### src/rtl/fpaddsub_sched_pkg.sv
// rtl/fpaddsub_sched_pkg.sv - shared types and constants for the fpaddsub scheduler
// Purpose: result-pipeline stage record and the default-format special encodings.
//   stage_t : {valid, tag (requester index), data (adder result)}.
//   Field widths cover the largest supported configuration (NREQ<=16, N_BIT<=64);
//   users cast into and out of the fields.
package fpaddsub_sched_pkg;

  localparam int STAGE_TAG_W  = 4;
  localparam int STAGE_DATA_W = 64;

  typedef struct packed {
    logic                    valid;
    logic [STAGE_TAG_W-1:0]  tag;
    logic [STAGE_DATA_W-1:0] data;
  } stage_t;

  // Binary32 encodings: canonical quiet NaN and +infinity.
  localparam logic [31:0] P_NAN = 32'h7FC0_0000;
  localparam logic [31:0] P_INF = 32'h7F80_0000;

endpackage

### src/rtl/fpaddsub.sv
// rtl/fpaddsub.sv - combinational IEEE-754 style adder/subtractor
// Purpose: result = a + b (addnot_sub=1) or a - b (addnot_sub=0), round to nearest even,
//   denormals supported, NaN inputs and inf-inf give the canonical quiet NaN.
// Ports:
//   a, b       in  N_BIT  operands
//   addnot_sub in  1      1 = add, 0 = subtract
//   result     out N_BIT  rounded result
module fpaddsub
  import fpaddsub_sched_pkg::*;
#(
  parameter int N_BIT   = 32,
  parameter int EXP_BIT = 8,
  parameter int LOG_BIT = $clog2(N_BIT)
) (
  input  logic [N_BIT-1:0] a,
  input  logic [N_BIT-1:0] b,
  input  logic             addnot_sub,
  output logic [N_BIT-1:0] result
);

  localparam int M  = N_BIT - EXP_BIT - 1;  // stored fraction bits
  localparam int W  = M + 4;                // hidden + fraction + guard/round/sticky
  localparam int EW = EXP_BIT + 2;          // working exponent with headroom
  localparam logic [EXP_BIT-1:0] EMAX = '1;
  localparam bit DEF_FMT = (N_BIT == 32) && (EXP_BIT == 8);
  localparam logic [N_BIT-1:0] QNAN = DEF_FMT ? N_BIT'(P_NAN)
                                              : {1'b0, EMAX, 1'b1, {(M-1){1'b0}}};
  localparam logic [N_BIT-1:0] QINF = DEF_FMT ? N_BIT'(P_INF)
                                              : {1'b0, EMAX, {M{1'b0}}};

  logic               sa, sb, sx, sy, eff_sub, lost, round_up;
  logic               a_nan, b_nan, a_inf, b_inf, a_big;
  logic [EXP_BIT-1:0] ea, eb, ex, ey, ex_eff, ey_eff, diff;
  logic [M-1:0]       ma, mb, mx, my;
  logic [W-1:0]       fx, fy, fy_sh, fy_al, norm;
  logic [W:0]         sum;
  logic [LOG_BIT-1:0] lz;
  logic [EW-1:0]      e, shift;
  logic [M+1:0]       mant;

  always_comb begin
    sa = a[N_BIT-1];
    ea = a[N_BIT-2:M];
    ma = a[M-1:0];
    sb = b[N_BIT-1] ^ ~addnot_sub;
    eb = b[N_BIT-2:M];
    mb = b[M-1:0];
    a_nan = (ea == EMAX) && (ma != '0);
    b_nan = (eb == EMAX) && (mb != '0);
    a_inf = (ea == EMAX) && (ma == '0);
    b_inf = (eb == EMAX) && (mb == '0);

    // x is the larger magnitude so the aligned difference is never negative.
    a_big = {ea, ma} >= {eb, mb};
    {sx, ex, mx} = a_big ? {sa, ea, ma} : {sb, eb, mb};
    {sy, ey, my} = a_big ? {sb, eb, mb} : {sa, ea, ma};
    ex_eff = (ex == '0) ? EXP_BIT'(1) : ex;
    ey_eff = (ey == '0) ? EXP_BIT'(1) : ey;
    diff   = ex_eff - ey_eff;
    fx     = {(ex != '0), mx, 3'b000};
    fy     = {(ey != '0), my, 3'b000};

    // Bits shifted out of y collapse into the sticky position.
    fy_sh = fy >> diff;
    lost  = (fy_sh << diff) != fy;
    fy_al = {fy_sh[W-1:1], fy_sh[0] | lost};

    eff_sub = sx ^ sy;
    sum = eff_sub ? ({1'b0, fx} - {1'b0, fy_al}) : ({1'b0, fx} + {1'b0, fy_al});

    lz = LOG_BIT'(W);
    for (int i = 0; i < W; i++) begin
      if (sum[i]) lz = LOG_BIT'(W - 1 - i);
    end

    e     = EW'(ex_eff);
    shift = '0;
    if (sum[W]) begin
      norm = {sum[W:2], sum[1] | sum[0]};
      e    = e + EW'(1);
    end else begin
      // Stop normalising at exponent 1; what remains is a denormal.
      shift = (EW'(lz) < e - EW'(1)) ? EW'(lz) : e - EW'(1);
      norm  = sum[W-1:0] << shift;
      e     = e - shift;
    end

    round_up = norm[2] & (norm[1] | norm[0] | norm[3]);
    mant     = {1'b0, norm[W-1:3]} + (M+2)'(round_up);
    if (mant[M+1]) begin
      mant = mant >> 1;
      e    = e + EW'(1);
    end

    if (a_nan || b_nan || (a_inf && b_inf && (sa != sb))) begin
      result = QNAN;
    end else if (a_inf) begin
      result = QINF | {sa, {(N_BIT-1){1'b0}}};
    end else if (b_inf) begin
      result = QINF | {sb, {(N_BIT-1){1'b0}}};
    end else if (sum == '0) begin
      // Exact cancellation gives +0 unless both addends were -0.
      result = {sx & sy, {(N_BIT-1){1'b0}}};
    end else if (e >= EW'(EMAX)) begin
      result = QINF | {sx, {(N_BIT-1){1'b0}}};
    end else begin
      // A clear hidden bit after rounding means the result stayed denormal.
      result = {sx, (mant[M] ? e[EXP_BIT-1:0] : {EXP_BIT{1'b0}}), mant[M-1:0]};
    end
  end

endmodule

### src/rtl/fpaddsub_sched_rr_arbiter.sv
// rtl/fpaddsub_sched_rr_arbiter.sv - rotating-priority arbiter
// Purpose: grant the first eligible index scanning ptr, ptr+1, ..., wrapping at N.
// Ports:
//   elig      in  N   eligible requesters
//   ptr       in  IW  index with highest priority this cycle
//   grant     out N   one-hot grant (zero when nothing is eligible)
//   grant_idx out IW  encoded grant (zero when nothing is eligible)
module rr_arbiter #(
  parameter int N = 4,
  localparam int IW = (N > 1) ? $clog2(N) : 1
) (
  input  logic [N-1:0]  elig,
  input  logic [IW-1:0] ptr,
  output logic [N-1:0]  grant,
  output logic [IW-1:0] grant_idx
);

  logic          found;
  logic [IW-1:0] cand;

  always_comb begin
    grant     = '0;
    grant_idx = '0;
    found     = 1'b0;
    cand      = '0;
    for (int k = 0; k < N; k++) begin
      cand = IW'((int'(ptr) + k) % N);
      if (!found && elig[cand]) begin
        grant[cand] = 1'b1;
        grant_idx   = cand;
        found       = 1'b1;
      end
    end
  end

endmodule

### src/rtl/fpaddsub_sched.sv
// rtl/fpaddsub_sched.sv - round-robin sharing of one fpaddsub between NREQ requesters
// Purpose: one launch per cycle into a shared adder, LAT-cycle tagged result path,
//   one-entry response buffer and one outstanding operation per requester.
// Ports:
//   clk, rst_n        clock, asynchronous active-low reset
//   req_valid/ready   NREQ       operation handshake (ready is the combinational grant)
//   req_a, req_b      NREQ*N_BIT operands
//   req_addnot_sub    NREQ       1 = add, 0 = subtract
//   rsp_valid/ready   NREQ       response handshake
//   rsp_data          NREQ*N_BIT buffered results
//   busy              NREQ       requester has an operation outstanding
module fpaddsub_sched
  import fpaddsub_sched_pkg::*;
#(
  parameter int N_BIT   = 32,
  parameter int EXP_BIT = 8,
  parameter int NREQ    = 4,
  parameter int LAT     = 2
) (
  input  logic                       clk,
  input  logic                       rst_n,
  input  logic [NREQ-1:0]            req_valid,
  output logic [NREQ-1:0]            req_ready,
  input  logic [NREQ-1:0][N_BIT-1:0] req_a,
  input  logic [NREQ-1:0][N_BIT-1:0] req_b,
  input  logic [NREQ-1:0]            req_addnot_sub,
  output logic [NREQ-1:0]            rsp_valid,
  input  logic [NREQ-1:0]            rsp_ready,
  output logic [NREQ-1:0][N_BIT-1:0] rsp_data,
  output logic [NREQ-1:0]            busy
);

  localparam int TAG_W = $clog2(NREQ);

  logic [NREQ-1:0]  elig, grant, rsp_fire;
  logic [TAG_W-1:0] ptr, grant_idx;
  logic             grant_any;
  logic [N_BIT-1:0] add_result;
  stage_t           launch, tail;

  assign elig      = req_valid & ~busy;
  assign grant_any = |grant;
  assign req_ready = grant & {NREQ{rst_n}};
  assign rsp_fire  = rsp_valid & rsp_ready;

  rr_arbiter #(.N(NREQ)) u_arb (
    .elig      (elig),
    .ptr       (ptr),
    .grant     (grant),
    .grant_idx (grant_idx)
  );

  fpaddsub #(.N_BIT(N_BIT), .EXP_BIT(EXP_BIT)) u_add (
    .a          (req_a[grant_idx]),
    .b          (req_b[grant_idx]),
    .addnot_sub (req_addnot_sub[grant_idx]),
    .result     (add_result)
  );

  always_comb begin
    launch       = '0;
    launch.valid = grant_any;
    launch.tag   = STAGE_TAG_W'(grant_idx);
    launch.data  = STAGE_DATA_W'(add_result);
  end

  // The response buffers are the last of the LAT stages, so only LAT-1
  // free-running registers sit between the adder and the buffers.
  if (LAT == 1) begin : g_no_pipe
    assign tail = launch;
  end else begin : g_pipe
    stage_t pipe [LAT-1];
    always_ff @(posedge clk or negedge rst_n) begin
      if (!rst_n) begin
        for (int s = 0; s < LAT - 1; s++) pipe[s] <= '0;
      end else begin
        pipe[0] <= launch;
        for (int s = 1; s < LAT - 1; s++) pipe[s] <= pipe[s-1];
      end
    end
    assign tail = pipe[LAT-2];
  end

  always_ff @(posedge clk or negedge rst_n) begin
    if (!rst_n) begin
      ptr       <= '0;
      busy      <= '0;
      rsp_valid <= '0;
      rsp_data  <= '0;
    end else begin
      if (grant_any) begin
        ptr <= (int'(grant_idx) == NREQ - 1) ? '0 : grant_idx + TAG_W'(1);
      end
      for (int i = 0; i < NREQ; i++) begin
        if (grant[i]) begin
          busy[i] <= 1'b1;
        end else if (rsp_fire[i]) begin
          busy[i] <= 1'b0;
        end
        // busy keeps a write and a handshake of the same index apart.
        if (tail.valid && int'(tail.tag) == i) begin
          rsp_valid[i] <= 1'b1;
          rsp_data[i]  <= N_BIT'(tail.data);
        end else if (rsp_fire[i]) begin
          rsp_valid[i] <= 1'b0;
        end
      end
    end
  end

  always @(posedge clk) begin
    for (int i = 0; i < NREQ; i++) begin
      if (rst_n && tail.valid && int'(tail.tag) == i) begin
        assert (!rsp_valid[i]);
      end
    end
  end

endmodule

### config.mk
export PLATFORM = sky130hd
export DESIGN_NAME = fpaddsub_sched
export DESIGN_NICKNAME = d
export VERILOG_FILES = /design/src/rtl/fpaddsub_sched_pkg.sv /design/src/rtl/fpaddsub.sv /design/src/rtl/fpaddsub_sched_rr_arbiter.sv /design/src/rtl/fpaddsub_sched.sv
export SDC_FILE = /design/constraint.sdc
export NUM_CORES = 1
export LEC_CHECK = 0
export ABC_AREA = 1
export CAP_MARGIN = 20
export CORE_MARGIN = 2
export CORE_UTILIZATION = 35
export DETAILED_ROUTE_END_ITERATION = 7
export GPL_ROUTABILITY_DRIVEN = 0
export GPL_TIMING_DRIVEN = 0
export PLACE_DENSITY = 0.62
export SLEW_MARGIN = 20
export SYNTH_ARGS = -nofsm -noshare
export SYNTH_HDL_FRONTEND = slang
export SYNTH_SLANG_ARGS = --single-unit
### constraint.sdc
create_clock -name clk -period 46.8 [get_ports clk]
set_input_delay 14.04 -clock clk [delete_from_list [all_inputs] [get_ports clk]]
set_output_delay 14.04 -clock clk [all_outputs]
set_load 0.02 [all_outputs]
* Yosys cells after proc, flatten, opt, wreduce, memory -nomap -nowiden
Index checks and enable logic that the tools add are counted.
Operators by class: add/sub/neg operators 12, order comparisons 12, equal/unequal tests 8, shifts and indexed selects 3, multiplexer cells 89, bitwise gates (word level) 16, reductions and logical operators 41
Operators by type and width (number):
- 32-bit two-way mux | 8
- 5-bit two-way mux | 26
- 32-bit binary-select mux with 2-bit select | 2
- 23-bit zero test | 2
- 23-bit nonzero test | 2
- 31-bit greater-or-equal comparator | 1
- 31-bit two-way mux | 1
- 10-bit two-way mux | 3
- 27-bit by 27-bit adder with 28-bit output | 1
- 28-bit zero test | 1
- 28-bit two-way mux | 1
- 27-bit by 27-bit subtractor with 28-bit output | 1
- 27-bit two-way mux | 1
- 27-bit != test | 1
- 27-bit by 10-bit left shift with 27-bit output | 1
- 27-bit by 8-bit left shift with 27-bit output | 1
- 27-bit by 8-bit right shift with 27-bit output | 1
- 24-bit by 1-bit adder with 25-bit output | 1
- 1-bit two-way mux | 25
- 24-bit two-way mux | 1
- 8-bit two-way mux | 3
- 1-bit logical AND | 17
- 8-bit == test, second input constant | 2
- 8-bit zero test | 2
- other kinds (31) | 76
Word-level totals: register bits 173, output and inout bits 140

* Depth between registers and ports, before layout
Gate-level depths: netlist (run 1).
depth after elaboration 70, depth in mapped cells 138, mapped depth without buffers 126

* Cells and area by module
Synthesis (run 1) repeated with hierarchy kept, for this count alone.
Second synthesis, totals: cells, all modules 3969, area total of the unflattened synthesis 22671.7 um^2
By module, submodules not included:
- fpaddsub | instances 1, cells an instance 2476, area each 12550.8 um^2, sequential area each 0.0 um^2
- fpaddsub_sched | instances 1, cells an instance 1411, area each 9605.5 um^2, sequential area each 4329.2 um^2
- rr_arbiter | instances 1, cells an instance 82, area each 515.5 um^2, sequential area each 0.0 um^2

* Least setup slack after synthesis (run 1)
No wires, ideal clock.
path type input port to output port, start in req_valid[3], end out req_ready[3], arrival 15.178 ns, required time 32.760 ns, setup slack 17.582 ns, cell stages on the path 9, buffers on the path 0, cells stage by stage nand3_1 > nand3_1 > nand2_2 > nand3_2 > nor2_2 > inv_1 > o21ai_0 > inv_1 > nor2_1
On the way: cells in the longest elaborated chain, start to end 14
RTL lines:
- start, declared | RTL line fpaddsub_sched.sv:22 | input logic [NREQ-1:0] req_valid,
- 4-bit bitwise AND (*) | RTL line fpaddsub_sched.sv:41 | assign elig = req_valid & ~busy;
- 1-bit binary-select mux with 2-bit select | RTL line fpaddsub_sched_rr_arbiter.sv:28 | if (!found && elig[cand]) begin
- 1-bit two-way mux (not written as such) | RTL line fpaddsub_sched_rr_arbiter.sv:28
- 1-bit two-way mux | RTL line fpaddsub_sched_rr_arbiter.sv:28
- 1-bit zero test | RTL line fpaddsub_sched_rr_arbiter.sv:28
- 1-bit logical AND | RTL line fpaddsub_sched_rr_arbiter.sv:28
- 1-bit two-way mux | RTL line fpaddsub_sched_rr_arbiter.sv:28
- 1-bit zero test | RTL line fpaddsub_sched_rr_arbiter.sv:28
- 1-bit logical AND | RTL line fpaddsub_sched_rr_arbiter.sv:28
- 1-bit two-way mux | RTL line fpaddsub_sched_rr_arbiter.sv:28
- 1-bit zero test | RTL line fpaddsub_sched_rr_arbiter.sv:28
- 1-bit logical AND | RTL line fpaddsub_sched_rr_arbiter.sv:28
- 4-bit two-way mux (*) | RTL line fpaddsub_sched_rr_arbiter.sv:28
- 4-bit bitwise AND (*) | RTL line fpaddsub_sched.sv:43 | assign req_ready = grant & {NREQ{rst_n}};
- end, declared | RTL line fpaddsub_sched.sv:23 | output logic [NREQ-1:0] req_ready,
Every way passes the cells marked *; elsewhere a longest branch is shown, timed or not. The select of a mux whose other input is x is not followed.

* Worst setup path in the final report (run 1)
start in req_valid[3], end reg g_pipe.pipe[2] in the netlist's numbering
On the way: cells in the longest elaborated chain, start to end 68
RTL lines:
- 4-bit bitwise AND (*) | RTL line fpaddsub_sched.sv:41
- 1-bit binary-select mux with 2-bit select | RTL line fpaddsub_sched_rr_arbiter.sv:28
- 1-bit two-way mux (not written as such) | RTL line fpaddsub_sched_rr_arbiter.sv:28
- 1-bit two-way mux | RTL line fpaddsub_sched_rr_arbiter.sv:28
- 1-bit zero test | RTL line fpaddsub_sched_rr_arbiter.sv:28
- 1-bit logical AND | RTL line fpaddsub_sched_rr_arbiter.sv:28
- 1-bit two-way mux | RTL line fpaddsub_sched_rr_arbiter.sv:28
- 1-bit zero test | RTL line fpaddsub_sched_rr_arbiter.sv:28
- [53 not listed]
- 10-bit two-way mux | RTL line fpaddsub.sv:90 | if (mant[M+1]) begin
- 10-bit by 8-bit greater-or-equal comparator with 1-bit output | RTL line fpaddsub.sv:104 | end else if (e >= EW'(EMAX)) begin
- 31-bit two-way mux | RTL line fpaddsub.sv:104
- 32-bit two-way mux | RTL line fpaddsub.sv:101 | end else if (sum == '0) begin
- 32-bit two-way mux | RTL line fpaddsub.sv:99 | end else if (b_inf) begin
- 32-bit two-way mux | RTL line fpaddsub.sv:97 | end else if (a_inf) begin
- 32-bit two-way mux (*) | RTL line fpaddsub.sv:95 | if (a_nan || b_nan || (a_inf && b_inf && (sa != sb))) begin
- via add_result[2] | RTL line fpaddsub_sched.sv:38 | logic [N_BIT-1:0] add_result;
- end, declared | RTL line fpaddsub_sched.sv:72 | stage_t pipe [LAT-1];
Mark *: on every way through the listed nets, which the timed path passes. The rest lies on a longest branch. The select of a mux whose other input is x is not followed. A chain may end at the register's enable or synchronous reset.

==> results of run 1 <==
==> metrics by stage <==
stage                     instance area (um2)  hold slack (ns)
after floorplan                         20600            0.519
after global placement                  25600            0.464
after detailed placement                25700            0.472
after CTS                               26400            0.485
after global routing                    26400            0.499
final                                   26400            0.481
==> layout by cell type, fill, tap and decap left out, types with 28 or more instances in the layout <==
cell | netlist | routed
sky130_fd_sc_hd__nand2_1 | 1044 | 1044
sky130_fd_sc_hd__nand3_1 | 566 | 566
sky130_fd_sc_hd__clkdlybuf4s50_1 | 0 | 408
sky130_fd_sc_hd__o21ai_0 | 315 | 315
sky130_fd_sc_hd__inv_1 | 294 | 294
sky130_fd_sc_hd__nor2_1 | 215 | 215
sky130_fd_sc_hd__dfrtp_1 | 173 | 173
sky130_fd_sc_hd__ha_1 | 106 | 106
sky130_fd_sc_hd__clkbuf_1 | 96 | 101
sky130_fd_sc_hd__a21oi_1 | 96 | 96
sky130_fd_sc_hd__nand4_1 | 83 | 83
sky130_fd_sc_hd__buf_2 | 38 | 38
sky130_fd_sc_hd__xor2_1 | 37 | 37
sky130_fd_sc_hd__nand2_2 | 28 | 28
==> registers in the layout (all words and copies together) (netlist names) <==
register     cells
ptr              2
g_pipe.pipe     35
busy             4
rsp_valid        4
rsp_data       128
==> cell usage after synthesis, types with 14 or more instances <==
master / instances
sky130_fd_sc_hd__ha_1: 106
sky130_fd_sc_hd__nor3_1: 25
sky130_fd_sc_hd__o22a_1: 24
sky130_fd_sc_hd__a21oi_1: 96
sky130_fd_sc_hd__xor2_1: 37
sky130_fd_sc_hd__inv_1: 294
sky130_fd_sc_hd__buf_2: 38
sky130_fd_sc_hd__nor2_2: 17
sky130_fd_sc_hd__nand2_2: 28
sky130_fd_sc_hd__dfrtp_1: 173
sky130_fd_sc_hd__or2_2: 16
sky130_fd_sc_hd__inv_2: 16
sky130_fd_sc_hd__o21ai_1: 23
sky130_fd_sc_hd__o211ai_1: 15
sky130_fd_sc_hd__nand2_1: 1044
sky130_fd_sc_hd__nand4_1: 83
sky130_fd_sc_hd__nand3_1: 566
sky130_fd_sc_hd__o21ai_0: 315
sky130_fd_sc_hd__buf_6: 14
sky130_fd_sc_hd__nor2_1: 215
sky130_fd_sc_hd__buf_1: 22
sky130_fd_sc_hd__nor3_2: 19
sky130_fd_sc_hd__clkbuf_1: 96
sky130_fd_sc_hd__o22ai_1: 15
sky130_fd_sc_hd__o31ai_1: 15
==> worst paths after layout <==
kind                              start  cells after the start  slack (ns)        endpoint
min in group asynchronous         rst_n                      1       13.53    rsp_data[28]
max in group asynchronous         rst_n                      2       32.37    rsp_data[73]
setup / recovery           req_valid[3]                    114       11.92  g_pipe.pipe[2]
setup reg to reg                 ptr[0]                    114       25.07  g_pipe.pipe[2]
hold / removal             rsp_data[24]                      2        0.48    rsp_data[24]
hold reg to reg            rsp_data[24]                      2        0.48    rsp_data[24]
==> routing by layer <==
| layer | part of all wire | vias to the layer above |
|---|---|---|
| li1 | - | 12400 |
| met1 | 0.43 | 11700 |
| met2 | 0.44 | 1299 |
| met3 | 0.089 | 184 |
| met4 | 0.044 | 0 |
| met5 | 0 | - |
==> critical path: cells and delay by family <==
kind            cells  cell delay (ns)
simple gates       61             9.13
buf+inv            28             5.65
compound gates     18             4.44
fa+ha+maj           6             1.42
xor+xnor            1             0.47
==> cell type report <==
class                      count  area [um2]
buffer                       181         881
clock buffer                  31         658
clock inverter                 2        60.1
fill                        6255       31500
inverter                     314        1180
multi-input combinational   2777       14200
sequential                   173        4330
tap                          765         957
timing repair buffer         410        4130
==> kinds of logic after synthesis <==
family          Yosys count
fa+ha+maj               107
flops                   173
xor+xnor                 47
other cells               1
simple gates           2056
mux                       1
buf+inv                 495
compound gates          565
==> metrics, run 1 <==
Worst-Margin Slew 0.990 ns; Post-Route Utilization 0.455; Horiz. Die Dim 246 um; grt peak-use layer met2; Nets 4259; # DRC 0; worst skew pair latency 0.48 ns; number of cells in the design after placement 4620; wire length of the first global-routing pass 133000 um; count of endpoints failing hold in the final timing report 0; cell with the biggest individual delay on the critical path sky130_fd_sc_hd__a2111oi_0; top post-synthesis cells by area sky130_fd_sc_hd__dfrtp_1 21%, sky130_fd_sc_hd__nand2_1 19%, sky130_fd_sc_hd__nand3_1 14%; final setup slack of the worst path 11.92 ns; type of the tightest min-delay check reg -> reg; total negative slack 0 ns; # Post-CTS Setup Buffers 0; final HPWL from detailed placement 71700 um; Routed WL per cell 18.6 um; normalized max-slew margin 0.334; met2 global-route usage 0.446; vias after detailed routing 25600; global routing met3 resource utilization 0.0402; sinks on the clock net 173; Buffers on Ports 409; portion of the post-synthesis area used by sequential elements 0.210; Post-Place Worst Slack 11.97 ns; fraction of the mapped netlist area in simple logic gates 0.446; DR pass1 iterations 7; number of flops mapped to enable cells by yosys 0; compound-gate portion of the synthesized area 0.157; critical path startpoint category input port; most repeated library cell on the critical path sky130_fd_sc_hd__nand2_1; main combinational cell family by area after synthesis simple AND/OR/NAND/NOR gates; placeable core region 57900 um2; ant diodes 0; Critical Path RT 47.13 ns; number of unique standard cell types used by synthesis 71; highest net fanout along the worst path 10; Mapped Cells 3445; drt total wl 86600 um; async set-reset flop share out of synthesis 1.00; area of the mapped netlist 20600 um2; die outline area 60700 um2; number of buffers on the longest clock path 3; period utilization 0.745; Crit Path Category in -> reg; area overhead of the layout relative to synthesis 28.2%; GRT Overall Usage 0.278; Max-cap violations 0; 1st-iter DRT viols 2696; ports placed on the boundary 410; initial antenna violation count 0; average cell area after synthesis 5.97 um2; net count of the mapped netlist 3822; number of endpoints failing setup at the final stage 0; ANT nets after route 0; final number of max-transition violations 0; number of non-filler instances in the completed layout 4653; clock period minus final worst setup slack 34.88 ns; clock tree from TritonCTS yes; chip height 246 um; met1 GRT Util 0.373; CTS Root Cell sky130_fd_sc_hd__clkbuf_16; Max Fclk 28.7 MHz; unrepaired setup endpoints after global routing no; total congestion overflow 0; Starting Density 0.355; Hold Buf Count CTS 0; mux cell area share after synthesis 0.000486; Post-synth top flop sky130_fd_sc_hd__dfrtp_1; maximum number of pins on one net before global-route repair 102; nature of the critical path endpoint register; library cell with the largest summed area after synthesis sky130_fd_sc_hd__dfrtp_1; total CTS buffers 25; synthesized-area fraction occupied by adder cells 0.0654; post-CTS clock slew at the launch and capture registers of the worst setup and hold paths 0.05 ns; ratio of routed vias to standard cells 5.49; Critical Path AT 35.20 ns; number of global-route vias before repair 23600; CTS-repair resized insts 0; XOR/XNOR share of the synthesized area 0.0207; biggest cell delay along the critical path 0.68 ns; count of H-tree levels built during CTS 4; number of register bits inferred by synthesis 173; run status finished, final reports clean; site row count 88; share of post-route cells with drive strength above 1 0.0576; number of warnings issued by yosys 0; area fraction of the dominant cell type after synthesis 0.210; Fin Clk Skew 0.0211 ns
Power of run 1 is left out: the tool's default activity adds up to more than one toggle a clock period on the data nets, which glitch-free logic cannot reach.
==> inputs of run 2 (changes only) <==
Clock period 46.8 ns to 33 ns, I/O delays scaled along.
==> results of run 2 <==
Same layout as run 1 (identical final DEF). Status: finished, final reports clean.
Among the figures that moved: setup slack after placement 11.97 ns -> 2.31 ns; setup slack after layout 11.92 ns -> 2.26 ns; register-to-register setup slack 25.07 ns -> 11.27 ns
Power of run 2 is left out for the same reason.
